--- src/rtl/gf_poly_eval.sv ---
// Horner evaluation of a GF(2^6) polynomial (field x^6+x+1) at a captured point.
// Symbols arrive highest degree first; products come from an external multiplier controller.
module gf_poly_eval #(
    parameter int N_SYM = 8
) (
    input  logic       clk,
    input  logic       resetN,
    input  logic       start,
    input  logic [5:0] point,
    input  logic       sym_valid,
    input  logic [5:0] sym_data,
    output logic       sym_ready,
    output logic       busy,
    output logic       done,
    output logic [5:0] result,
    output logic       mul_start,
    output logic [5:0] mul_x,
    output logic [5:0] mul_y,
    input  logic       mul_ready,
    input  logic [5:0] mul_z
);

    localparam logic [5:0] NSYM = 6'(N_SYM);

    typedef enum logic [2:0] {IDLE, WAIT_SYM, MUL_REQ, MUL_WAIT, DONE} state_t;

    state_t     state_q, state_d;
    logic [5:0] acc_q, acc_d;
    logic [5:0] cnt_q, cnt_d;
    logic [5:0] pt_q, pt_d;
    logic [5:0] hold_q, hold_d;
    logic [5:0] result_q, result_d;
    logic       mw_first_q, mw_first_d;
    logic       last_sym;

    always_comb begin
        state_d    = state_q;
        acc_d      = acc_q;
        cnt_d      = cnt_q;
        pt_d       = pt_q;
        hold_d     = hold_q;
        mw_first_d = 1'b0;
        sym_ready  = 1'b0;
        busy       = 1'b1;
        done       = 1'b0;
        mul_start  = 1'b0;
        mul_x      = '0;
        mul_y      = '0;
        last_sym   = (cnt_q + 6'd1 == NSYM);

        case (state_q)
            IDLE: begin
                busy = 1'b0;
                if (start) begin
                    pt_d    = point;
                    acc_d   = '0;
                    cnt_d   = '0;
                    state_d = WAIT_SYM;
                end
            end
            WAIT_SYM: begin
                sym_ready = 1'b1;
                if (sym_valid) begin
                    hold_d = sym_data;
                    if (cnt_q != NSYM) cnt_d = cnt_q + 6'd1;
                    // acc*point is zero for the first symbol, acc=0 or point=0: skip the multiplier
                    if (cnt_q == '0 || acc_q == '0 || pt_q == '0) begin
                        acc_d = sym_data;
                        if (last_sym) state_d = DONE;
                    end else begin
                        state_d = MUL_REQ;
                    end
                end
            end
            MUL_REQ: begin
                mul_start  = 1'b1;
                mul_x      = acc_q;
                mul_y      = pt_q;
                mw_first_d = 1'b1;
                state_d    = MUL_WAIT;
            end
            MUL_WAIT: begin
                mul_x = acc_q;
                mul_y = pt_q;
                // the multiplier's ready flag is stale in the cycle right after mul_start
                if (!mw_first_q && mul_ready) begin
                    acc_d   = mul_z ^ hold_q;
                    state_d = (cnt_q == NSYM) ? DONE : WAIT_SYM;
                end
            end
            DONE: begin
                done    = 1'b1;
                state_d = IDLE;
            end
            default: begin
                busy    = 1'b0;
                state_d = IDLE;
            end
        endcase

        result_d = (state_d == DONE) ? acc_d : result_q;
    end

    always_ff @(posedge clk or negedge resetN) begin
        if (!resetN) begin
            state_q    <= IDLE;
            acc_q      <= '0;
            cnt_q      <= '0;
            pt_q       <= '0;
            hold_q     <= '0;
            result_q   <= '0;
            mw_first_q <= 1'b0;
        end else begin
            state_q    <= state_d;
            acc_q      <= acc_d;
            cnt_q      <= cnt_d;
            pt_q       <= pt_d;
            hold_q     <= hold_d;
            result_q   <= result_d;
            mw_first_q <= mw_first_d;
        end
    end

    assign result = result_q;

endmodule

--- config.mk ---
export PLATFORM = sky130hd
export DESIGN_NAME = gf_poly_eval
export DESIGN_NICKNAME = d
export VERILOG_FILES = /design/src/rtl/gf_poly_eval.sv
export SDC_FILE = /design/constraint.sdc
export NUM_CORES = 1
export LEC_CHECK = 0
export CORE_MARGIN = 2
export CORE_UTILIZATION = 49
export DETAILED_ROUTE_END_ITERATION = 10
export GPL_TIMING_DRIVEN = 0
export PLACE_DENSITY = 0.86
export REMOVE_ABC_BUFFERS = 1
export SKIP_LAST_GASP = 1
export SLEW_MARGIN = 20
export SYNTH_ARGS = -nofsm -noshare
export SYNTH_HDL_FRONTEND = slang
export SYNTH_SLANG_ARGS = --single-unit
--- constraint.sdc ---
create_clock -name clk -period 2.6 [get_ports clk]
set_input_delay 0.52 -clock clk [delete_from_list [all_inputs] [get_ports clk]]
set_output_delay 0.52 -clock clk [all_outputs]
set_load 0.03 [all_outputs]
==> results of run 1 <==
==> metal layers <==
layer,GRT usage,part of all wire
met1,0.254,0.43
met2,0.330,0.50
met3,0.0392,0.051
met5,0,0
met4,0.0918,0.016
==> critical path: cells and delay by family, from the launching register on <==
family                 cells  cell delay, ns
buffers and inverters      2            0.80
and+or+nand+nor            2            0.39
DFF                        1            0.51
==> state kept, by name (all words and copies together) (netlist names) <==
| signal | count |
|---|---|
| hold_q | 6 |
| cnt_q | 6 |
| mw_first_q | 1 |
| state_q | 3 |
| result | 6 |
| acc_q | 6 |
| pt_q | 6 |
==> where the power goes <==
group | internal, mW | switching (mW) | total (mW)
clock network | 0.282 | 0.188 | 0.470
logic | 0.635 | 0.720 | 1.35
registers | 0.722 | 0.202 | 0.923
total | 1.64 | 1.11 | 2.75
==> Yosys cell counts (all sizes together), types with 3 or more instances <==
library cell,number
a22o,3
a21o,7
buf,6
nor2,16
nor3,4
dfrtp,34
xnor2,7
o22ai,6
inv,10
nand3,9
a221o,6
mux2,13
nand2,6
a21oi,3
o21ai,6
and3,11
and2,13
clkbuf,3
==> through the flow <==
step	hold WS, ns	power, mW	std cells
floorplan	0.224	1.79	178
global placement	0.480	2.18	270
detailed placement	0.456	2.22	271
CTS	0.142	2.70	279
global route	0.161	2.93	281
finish	0.140	2.75	281
==> cell usage in the layout (no fill, tap or decap), types with 2 or more instances in the layout <==
cell             synthesis  final
nand4_1                  2      2
a221o_1                  6      6
and2_1                  13     13
or3_1                    2      2
nand2_1                  6      6
a21oi_1                  3      3
inv_1                   10      9
clkinv_2                 0      2
a21o_1                   7      7
nor2_1                  16     16
xnor2_1                  7      7
o22ai_1                  6      6
nand3_1                  9      9
and3_1                  11     11
o21bai_1                 2      2
or3b_4                   1      2
nor3_1                   3      3
o21ai_0                  6      6
ha_1                     2      2
a22o_1                   3      3
dfrtp_1                 34     33
clkdlybuf4s50_1          0     42
mux2_2                  13     13
nand3b_1                 2      2
clkbuf_8                 0      5
==> final timing paths <==
kind | start | to | depth (start not counted)
max | state_q[1] | mul_x[3] | 4
min | resetN | cnt_q[1] | 1
max reg2reg | cnt_q[0] | result[5] | 7
min reg2reg | hold_q[0] | hold_q[0] | 1
max in group asynchronous | resetN | state_q[0] | 2
min in group clk | hold_q[0] | hold_q[0] | 1
==> cells by family after synthesis <==
kind of cell,count (synthesis),share of synthesized area
AO/OA/AOI/OAI,38,0.158
flip-flops,34,0.450
buffers and inverters,19,0.0457
adder cells (fa/ha/maj),2,0.0132
XOR/XNOR,7,0.0324
AND/OR/NAND/NOR,73,0.218
multiplexers,14,0.0827
==> final cells by class <==
class                           count  area [um^2]  share of cell area
Timing Repair Buffer               47          489               0.195
Clock inverter                      3         40.0              0.0159
Clock buffer                        5         68.8              0.0274
Tap cell                           48         60.1              0.0239
Multi-Input combinational cell    134          963               0.384
Sequential cell                    34          852               0.339
Inverter                           10         37.5              0.0149
==> repair_timing <==
action                                  4_1_cts  5_1_grt
gates resized for setup                       5        1
endpoints found under the setup margin       14       14
hold buffers                                  0        0
setup buffers                                 0        2
==> metrics.cfg, run 1 <==
[worst_setup_path]
cp_max_fo=10
end_kind=output pin
cpPeakStageDelay_ns=0.66
crit_arrival_ns=1.99
startpoint_type=register
cp.required_ns=2.08
r2r_slack_ns=0.28
crit_slowest_cell=clkdlybuf4s50_1
path_class=register to output pin
path_cells=nor2b_4 > buf_12 > and2_1 > clkdlybuf4s50_1

[floorplan]
initial_core_util=0.513
num_rows=22
die_w_um=66.1
design.core.area_um2=3690
die-area_um2=4370
die_y_um=66.1
num_io_pins=45

[power]
leakage_nw=1.14
ir_drop_uv=607
power_density_nw_per_um2=1090

[clocking]
cts_root_buf=clkbuf_8
clk_pin_slew_worst_paths_ns=0.07
clockBufferDepth=2
clkLatencyLatePin_ns=0.29
clock_sinks=34
cts_max_level=2
cts_buffers=5
cts_tree=yes

[sta]
worstMarginPinSlew_ns=0.839
slew_violations=0
skew_ns=0.00577
clock.fmax_mhz=399
timing.final.crit_share=0.965
timing.final.crit_period_ns=2.51
setup_slack_ns=0.0919
setup_viol=0
setup_tns_ns=0
rsz0062_at_grt=false
slew_headroom=0.436
hold_viol=0

[yosys]
synth_area_leaders=dfrtp_1, mux2_2, and2_1
seq_area_frac_synth=0.450
syn-instance-count=187
synthArstFlopShare=1.00
synth_ff_type=dfrtp_1
yosys_warnings=0
synth_cell_type_count=38
avgSynthCellArea_um2=10.1
synth.cell_area_um2=1890
synth_top_area_frac=0.450
synth_edf_count=0
yosys.area.top_type=dfrtp_1
synth-seq-cells=34

[global_routing]
grt_pass1_vias=1484
grt.overflow.total=0
grt_first_pass_wirelength_mm=6.59
grt_max_degree=21
track_usage=0.201
antenna_found_initial=0

[hold_path]
min_path_type=input port to asynchronous set/reset pin

[place]
dp_slack_ns=-0.162
routabilityCongestion=0.799
dpl_cell_area_um2=2360
io_buffers=44
place_hpwl_mm=2.99

[route]
route.detailed.drc=0
drt-wirelength-per-cell_um=14.4
drt_pass1_iterations=4
via_per_inst=5.51
wl_mm=4.06
vias=1547
drt_iter0_drc=52
ant_nets=0

[final_layout]
nNetsFinal=257
fin_util=0.681
antenna_cells=0
nFillCells=296
drive_gt1_frac=0.142
finalInstanceArea_um2=2510
area_delta_synth_final_pct=32.8

[job]
maxCapViolCount=0

[outcome]
outcome=completed

Note: power is estimated with default switching activity, not from simulation.
==> inputs of run 2 (changes only) <==
--- a/config.mk
+++ b/config.mk
@@ -7,7 +7,9 @@
 export LEC_CHECK = 0
+export ABC_CLOCK_PERIOD_IN_PS = 2600
 export CORE_MARGIN = 2
-export CORE_UTILIZATION = 49
+export CORE_UTILIZATION = 62
 export DETAILED_ROUTE_END_ITERATION = 10
+export DONT_BUFFER_PORTS = 1
 export GPL_TIMING_DRIVEN = 0
-export PLACE_DENSITY = 0.86
+export PLACE_DENSITY = 0.85
 export REMOVE_ABC_BUFFERS = 1
--- a/constraint.sdc
+++ b/constraint.sdc
@@ -3,2 +3,2 @@
 set_output_delay 0.52 -clock clk [all_outputs]
-set_load 0.03 [all_outputs]
+set_load 0.05 [all_outputs]
==> metrics.cfg, run 2 (same netlist as run 1, synthesis figures left out) <==
[outcome]
outcome=completed

[worst_setup_path]
startpoint_type=register
worst-r2r-cell-count=5
cp_max_fo=15
end_kind=register
path_class=register to register
crit_arrival_ns=2.64
cp.required_ns=2.85

[final_layout]
nNetsFinal=213
drive_gt1_frac=0.165
area_delta_synth_final_pct=5.49
final_cell_mix=dfrtp_1, nor2_1, and2_1, mux2_2, and3_1
final_common_cell=dfrtp_1
nFillCells=230
fin_util=0.670
antenna_cells=0

[global_routing]
grt_pass1_vias=1419
antenna_found_initial=0
grt_max_degree=35
grt_first_pass_wirelength_mm=6.76
grt.overflow.total=0
track_usage=0.260

[sta]
slew_violations=0
timing.final.crit_share=0.920
hold_viol=0
rsz0062_at_grt=false
clock.fmax_mhz=418
skew_ns=0.0106
worstMarginPinSlew_ns=0.809
timing.final.crit_period_ns=2.39
hold_slack_ns=0.313
slew_headroom=0.456
setup_viol=0

[floorplan]
die_y_um=59.2
design.core.area_um2=2980
num_io_pins=45
initial_core_util=0.635
num_rows=20
die_w_um=59.2
die-area_um2=3510

[place]
io_buffers=0
routabilityCongestion=0.824
place_hpwl_mm=3.02

[clocking]
clkLatencyLatePin_ns=0.36
postCtsSetupBuffers=0
cts_buffers=5
cts_root_buf=clkbuf_4
clockBufferDepth=2
cts_max_level=2
cts_tree=yes
clk_pin_slew_worst_paths_ns=0.11
clock_sinks=34

[power]
power_density_nw_per_um2=1260
leakage_nw=0.933
ir_drop_uv=689

[route]
drt-wirelength-per-cell_um=19.7
vias=1478
drt_iter0_drc=81
route.detailed.drc=0
via_per_inst=6.69
ant_nets=0
drt_pass1_iterations=4
wl_mm=4.34

[job]
maxCapViolCount=0

[hold_path]
min_path_type=input port to register
holdPathStages=1

run 2: power by group:
| group | leakage (nW) | switching [mW] | total (mW) | internal, mW |
|---|---|---|---|---|
| sequential | 0.437 | 0.263 | 0.980 | 0.717 |
| combinational | 0.465 | 0.812 | 1.26 | 0.447 |
| clock | 0.0308 | 0.186 | 0.283 | 0.0971 |
run 2: path summary, 6_finish.rpt:
check | startpoint | endpoint | slack [ns]
min in group asynchronous | resetN | acc_q[4] | 0.62
setup reg to reg | state_q[0] | result[3] | 0.21
hold / removal | point[4] | pt_q[4] | 0.31
max in group asynchronous | resetN | pt_q[3] | 1.79
hold reg to reg | hold_q[3] | hold_q[3] | 0.51
setup / recovery | state_q[0] | result[3] | 0.21
run 2: final cells by class:
cell class	count	area [um^2]	share of cell area
clock buffers	5	37.5	0.0188
clock inverters	2	10.0	0.00502
inverters	10	41.3	0.0207
multi-input cells	134	978	0.491
flip-flops and latches	34	851	0.427
well taps	33	41.3	0.0207
repair buffers	2	30.0	0.0151
repair inverters	1	5.00	0.00251
run 2: repair_timing:
item | 4_1_cts | 5_1_grt
hold buffers | 2 | 0
resized for setup | 3 | 4
cloned | 0 | 1
endpoints found under the hold margin | 34 | 0
endpoints found under the setup margin | 14 | 20
run 2: layer usage:
layer / vias to the layer above / part of all wire / global-route usage
li1: 670 / - / -
met1: 720 / 0.40 / 0.331
met2: 77 / 0.49 / 0.410
met3: 11 / 0.088 / 0.0830
met4: 0 / 0.018 / 0.101
met5: - / 0 / 0
run 2: metrics by stage:
| step | cells | area [um^2] | TNS [ns] | worst slack (ns) | power (mW) |
|---|---|---|---|---|---|
| after floorplan | 178 | 1840 | 0 | 0.405 | 1.93 |
| after global placement | 211 | 1880 | 0 | 0.0380 | 2.09 |
| after detailed placement | 211 | 1880 | -0.0909 | -0.0909 | 2.16 |
| after CTS | 220 | 1970 | -0.00852 | -0.00852 | 2.47 |
| after global routing | 221 | 1990 | 0 | 0.0978 | 2.67 |
| final | 221 | 1990 | 0 | 0.209 | 2.52 |
run 2: worst max-delay path, cell delays in order, from the launching register on:
cell,delay [ns]
dfrtp_1,0.57
or3b_4,0.43
clkinvlp_4,0.35
and3_1,0.33
a221o_1,0.33
mux2_2,0.27
==> inputs of run 3 (changes only) <==
- GPL_ROUTABILITY_DRIVEN: unset -> 0
- HOLD_SLACK_MARGIN: unset -> 0.05
==> results of run 3 <==
Final layout, timing and power as in run 2 (identical DEF).
==> variant 1, RTL diff (flow settings as in run 1) <==
Encoding of `state_t`: now Gray code (3 bits for 5 states).
--- a/src/rtl/gf_poly_eval.sv
+++ b/src/rtl/gf_poly_eval.sv
@@ -22,7 +22,7 @@
 
     localparam logic [5:0] NSYM = 6'(N_SYM);
 
-    typedef enum logic [2:0] {IDLE, WAIT_SYM, MUL_REQ, MUL_WAIT, DONE} state_t;
+    typedef enum logic [2:0] {IDLE = 3'b000, WAIT_SYM = 3'b001, MUL_REQ = 3'b011, MUL_WAIT = 3'b010, DONE = 3'b110} state_t;
 
     state_t     state_q, state_d;
     logic [5:0] acc_q, acc_d;
Behaviour: same outputs for any inputs over 10 cycles, from zero or initial values and one cycle with resetN low; not proved beyond that.
==> variant 1 against run 1 <==
  * Cell count is the same
  * Clock power shrank 14%
  * Sequential cell count is the same
  * Count of clock-buffer cells in the layout grew 2
  * Area after synthesis shrank 3.8%
  * Via count grew 1.2%
  * Critical path type unchanged
  * Worst setup slack lost 0.0097 ns
  * Cell area shrank 2.3%
  * Critical path depth shrank 1
  * Sequential power shrank 5.5%
  * Routed wire length is essentially flat
  * Power shrank 11%
==> variant 1: results (changes against run 1) <==
======================================================================
Total routing resource utilization after global routing .        21.2%   was 20.1%
Run status .............................................. finished, final reports clean   unchanged
Slew at the pin closest to its max-slew limit ...........     0.774 ns   was 0.839 ns
Routed wire length ......................................      4.05 mm   was 4.06 mm
Share of layout cells above drive strength 1 ............        14.2%   unchanged
Part of the Yosys area used for sequential elements .....        46.8%   was 45.0%
Critical path peak fanout ...............................           17   was 10
First-pass GRT wire length ..............................      6.91 mm   was 6.59 mm
Post-placement cell count ...............................          272   was 271
Worst R2R Path Depth ....................................            8   was 7
Ys async rst share ......................................         100%   unchanged
Filler Cell Count .......................................          286   was 296
Net switching power figure ..............................    0.00103 W   was 0.00111 W
Power dissipated in the clock network ...................   0.000402 W   was 0.000470 W
Final estimated routing congestion in global placement ..        0.827   was 0.799
TritonCTS Buffers .......................................            5   unchanged
Fin cells ...............................................          281   unchanged
Critical Path Max Stage Delay ...........................      0.68 ns   was 0.66 ns
CTS-repair resized insts ................................            3   was 5
Seq group ...............................................   0.000872 W   was 0.000923 W
Number of global-route vias before repair ...............         1518   was 1484
Pin count of the biggest net entering global routing ....           19   was 21
Clk pwr share ...........................................        16.4%   was 17.1%
Number of vias after detailed routing ...................         1566   was 1547
Setup Slack @ Placement .................................    -0.225 ns   was -0.162 ns
Maximum VDD drop ........................................       501 uV   was 607 uV
Final setup skew ........................................   0.00468 ns   was 0.00577 ns
Detailed-placement wirelength estimate ..................      2.91 mm   was 2.99 mm
Mean cell area of the mapped netlist ....................    9.93 um^2   was 10.1 um^2
Ranking of synthesized cells by instance count .......... 36 x nand2_1, 34 x dfrtp_1, 13 x mux2_2, 13 x nor2_1, 12 x and2_1   was 34 x dfrtp_1, 16 x nor2_1, 13 x and2_1, 13 x mux2_2, 11 x and3_1
# nets final ............................................          257   unchanged
Number of DRC markers in iteration 0 ....................           53   was 52
Cell leakage power ......................................      1.05 nW   was 1.14 nW
Post-CTS Repair Setup Buffers ...........................            0   unchanged
Count of distinct cell types in the synthesized netlist .           39   was 38
Area contributors post-synth ............................ dfrtp_1 47%, mux2_2 8.1%, nand2_1 7.4%, and2_1 4.1%, o32ai_4 3.0%   was dfrtp_1 45%, mux2_2 7.7%, and2_1 4.3%, and3_1 3.6%, xnor2_1 3.2%
Cell area after placement ...............................    2320 um^2   was 2360 um^2
======================================================================
## variant 1: changes by cell type after synthesis, moves of 6 or more
cell / before / now
nand2_1: 6 / 36
and3_1: 11 / 1
inv_1: 10 / 3
a21o_1: 7 / 1
a221o_1: 6 / 0
o2bb2ai_1: 0 / 6
## variant 1: worst paths after layout
check                                        end  slack (ns)
max                                     mul_x[1]        0.08
min                         cnt_q[3]$_DFFE_PN0P_        0.17
max reg2reg                result[0]$_DFFE_PN0N_        0.12
min reg2reg                hold_q[3]$_DFFE_PN0P_        0.50
max in group asynchronous  hold_q[3]$_DFFE_PN0P_        2.00
min in group clk           hold_q[3]$_DFFE_PN0P_        0.50
## variant 1: cells by family after synthesis
kind of cell	Yosys count	share of synthesized area (%)
compound gates	34	14.9
xor+xnor	6	2.89
fa+ha+maj	2	1.38
buf+inv	7	1.51
flops	34	46.8
mux	13	8.05
simple gates	87	24.4
## variant 1: per-layer routing
| layer | share of wire (%) | track usage (%) | vias to the layer above | wire length (um) |
|---|---|---|---|---|
| li1 | - | - | 754 | - |
| met1 | 44 | 27.1 | 736 | 1770 |
| met2 | 49 | 36.3 | 71 | 1990 |
| met3 | 5.7 | 3.47 | 5 | 231 |
| met4 | 1.3 | 7.18 | 0 | 54 |
| met5 | 0 | 0 | - | 0 |
## variant 1: worst reg2reg max path: stages, from the launching register on
cell and delay, ns:
dfrtp_1 0.43, inv_1 0.09, ha_1 0.16, or4b_1 0.51
o32ai_4 0.26, a21oi_2 0.10, o32ai_4 0.33, buf_12 0.16
mux2_2 0.33
## variant 1: final cells by class
class	count	area (um^2)	area share [%]
Timing Repair Buffer	46	482	19.6
Multi-Input combinational cell	142	953	38.9
Clock buffer	7	86.3	3.52
Sequential cell	34	851	34.7
Clock inverter	1	5.00	0.204
Inverter	3	15.0	0.612
Tap cell	48	60.1	2.45
==> variant 2, RTL diff (settings of run 1) <==
Without the edit above. `N_SYM`: 8 -> 4.
--- a/src/rtl/gf_poly_eval.sv
+++ b/src/rtl/gf_poly_eval.sv
@@ -1,7 +1,7 @@
 // Horner evaluation of a GF(2^6) polynomial (field x^6+x+1) at a captured point.
 // Symbols arrive highest degree first; products come from an external multiplier controller.
 module gf_poly_eval #(
-    parameter int N_SYM = 8
+    parameter int N_SYM = 4
 ) (
     input  logic       clk,
     input  logic       resetN,
Function: changed (Yosys sat finds a counterexample within 10 cycles, from zero or initial values and one cycle with resetN low).
==> variant 2 against run 1 <==
  * Sequential power shrank 0.9%
  * Cell area shrank 3.8%
  * Sequential cell count unchanged
  * Hold slack gained 0.36 ns
  * Area after synthesis is 3.8% lower
  * Power shrank 3.6%
  * Routed wire length is 3.6% higher
  * Highest routed layer unchanged
  * Largest cell class unchanged
  * Worst setup slack gained 0.035 ns
  * Global-route usage up 1.6 points
==> variant 2: results (changes against run 1) <==
======================================================================
Metal1 wirelength .......................................      1.89 mm   was 1.76 mm
First element of the critical path ......................    sym_valid   was state_q[1]$_DFF_PN0_
Met2 WL .................................................      2.03 mm   was 2.02 mm
Post-CTS Repair Setup Buffers ...........................            0   unchanged
Highest-delay cell along the critical path .............. clkdlybuf4s50_1   unchanged
Worst r2r src ........................................... cnt_q[0]$_DFFE_PN0P_   unchanged
Post-placement cell count ...............................          261   was 271
Share of layout cells above drive strength 1 ............        13.9%   was 14.2%
Critical path peak fanout ...............................           15   was 10
Critical Path Max Stage Delay ...........................      0.77 ns   was 0.66 ns
Part of the Yosys area used for sequential elements .....        46.8%   was 45.0%
Total routing resource utilization after global routing .        21.7%   was 20.1%
# nets final ............................................          247   was 257
Maximum VDD drop ........................................       547 uV   was 607 uV
Area contributors post-synth ............................ dfrtp_1 47%, mux2_2 7.4%, and2_1 4.5%, a221o_1 3.9%, xnor2_1 3.4%   was dfrtp_1 45%, mux2_2 7.7%, and2_1 4.3%, and3_1 3.6%, xnor2_1 3.2%
Switch share ............................................        41.8%   was 40.4%
Smallest hold slack .....................................     0.502 ns   was 0.140 ns
Slew at the pin closest to its max-slew limit ...........     0.854 ns   was 0.839 ns
Crit share post-route ...................................        95.1%   was 96.5%
Met1 layer usage reported by global route ...............        29.2%   was 25.4%
Cell leakage power ......................................      1.11 nW   was 1.14 nW
Class of the worst hold path ............................   reg -> reg   was in -> async
Routed wire length ......................................      4.20 mm   was 4.06 mm
Final estimated routing congestion in global placement ..        0.938   was 0.799
Number of global-route vias before repair ...............         1411   was 1484
Number of DRC markers in iteration 0 ....................          127   was 52
Worst EP arrival ........................................      2.64 ns   was 1.99 ns
CTS-repair resized insts ................................            3   was 5
Kind of critical path ...................................    in -> reg   was reg -> out
First-pass GRT wire length ..............................      6.84 mm   was 6.59 mm
Global-route track usage on met2 ........................        32.7%   was 33.0%
Setup Slack @ Placement .................................    -0.169 ns   was -0.162 ns
Detailed-placement wirelength estimate ..................      2.98 mm   was 2.99 mm
Startpoint class of the critical path ................... primary input   was register
Pin count of the biggest net entering global routing ....           34   was 21
Met3 GRT Util ...........................................        7.12%   was 3.92%
Cell area after placement ...............................    2290 um^2   was 2360 um^2
Avg Vias per Cell .......................................         5.55   was 5.51
Final setup skew ........................................   0.00523 ns   was 0.00577 ns
First-pass iteration count of the detailed router .......            4   unchanged
Register-to-register setup slack ........................      0.23 ns   was 0.28 ns
Run status .............................................. finished, final reports clean   unchanged
Length of routed met3 wiring ............................       217 um   was 206 um
Fin cells ...............................................          271   was 281
Number of cells produced by synthesis ...................          175   was 187
======================================================================
## variant 2: layout make-up
class	instances	area (um^2)
inverter	14	55.1
clock inverter	2	12.5
clock buffer	6	82.6
tap	48	60.1
multi-input combinational	121	887
sequential	34	853
fill	296	1190
timing repair buffer	46	464
## variant 2: worst min-delay path by stage
| stage | end | cells past startpoint |
|---|---|---|
| after floorplan | acc_q[0]$_DFF_PN0_ | 0 |
| after global placement | hold_q[1]$_DFFE_PN0P_ | 1 |
| after detailed placement | result[3]$_DFFE_PN0N_ | 1 |
| after CTS | result[3]$_DFFE_PN0N_ | 1 |
| after global routing | hold_q[1]$_DFFE_PN0P_ | 1 |
| final | hold_q[3]$_DFFE_PN0P_ | 1 |
## variant 2: kinds of logic (layout without fill, tap and decap cells)
kind of cell | after synthesis | in the layout | share of synthesized area, %
XOR/XNOR | 7 | 7 | 3.37
AND/OR/NAND/NOR | 61 | 62 | 19.5
multiplexers | 13 | 13 | 7.98
adder cells (fa/ha/maj) | 2 | 2 | 1.38
AO/OA/AOI/OAI | 37 | 37 | 15.3
flip-flops | 34 | 34 | 46.8
buffers and inverters | 21 | 68 | 5.64
## variant 2: critical path: cells and delay by family
| kind | cells | cell delay [ns] |
|---|---|---|
| AOI/OAI and AO/OA | 1 | 0.33 |
| and+or+nand+nor | 2 | 0.65 |
| buffers and inverters | 1 | 0.77 |
| muxes | 1 | 0.36 |
## variant 2: power groups by stage
stage                     Sequential [W]  Clock (W)  Combinational, W
after floorplan                 0.000925          0          0.000842
after global placement          0.000901          0           0.00127
after detailed placement        0.000917          0           0.00131
after CTS                       0.000908   0.000415           0.00131
after global routing            0.000943   0.000445           0.00144
final                           0.000915   0.000406           0.00133
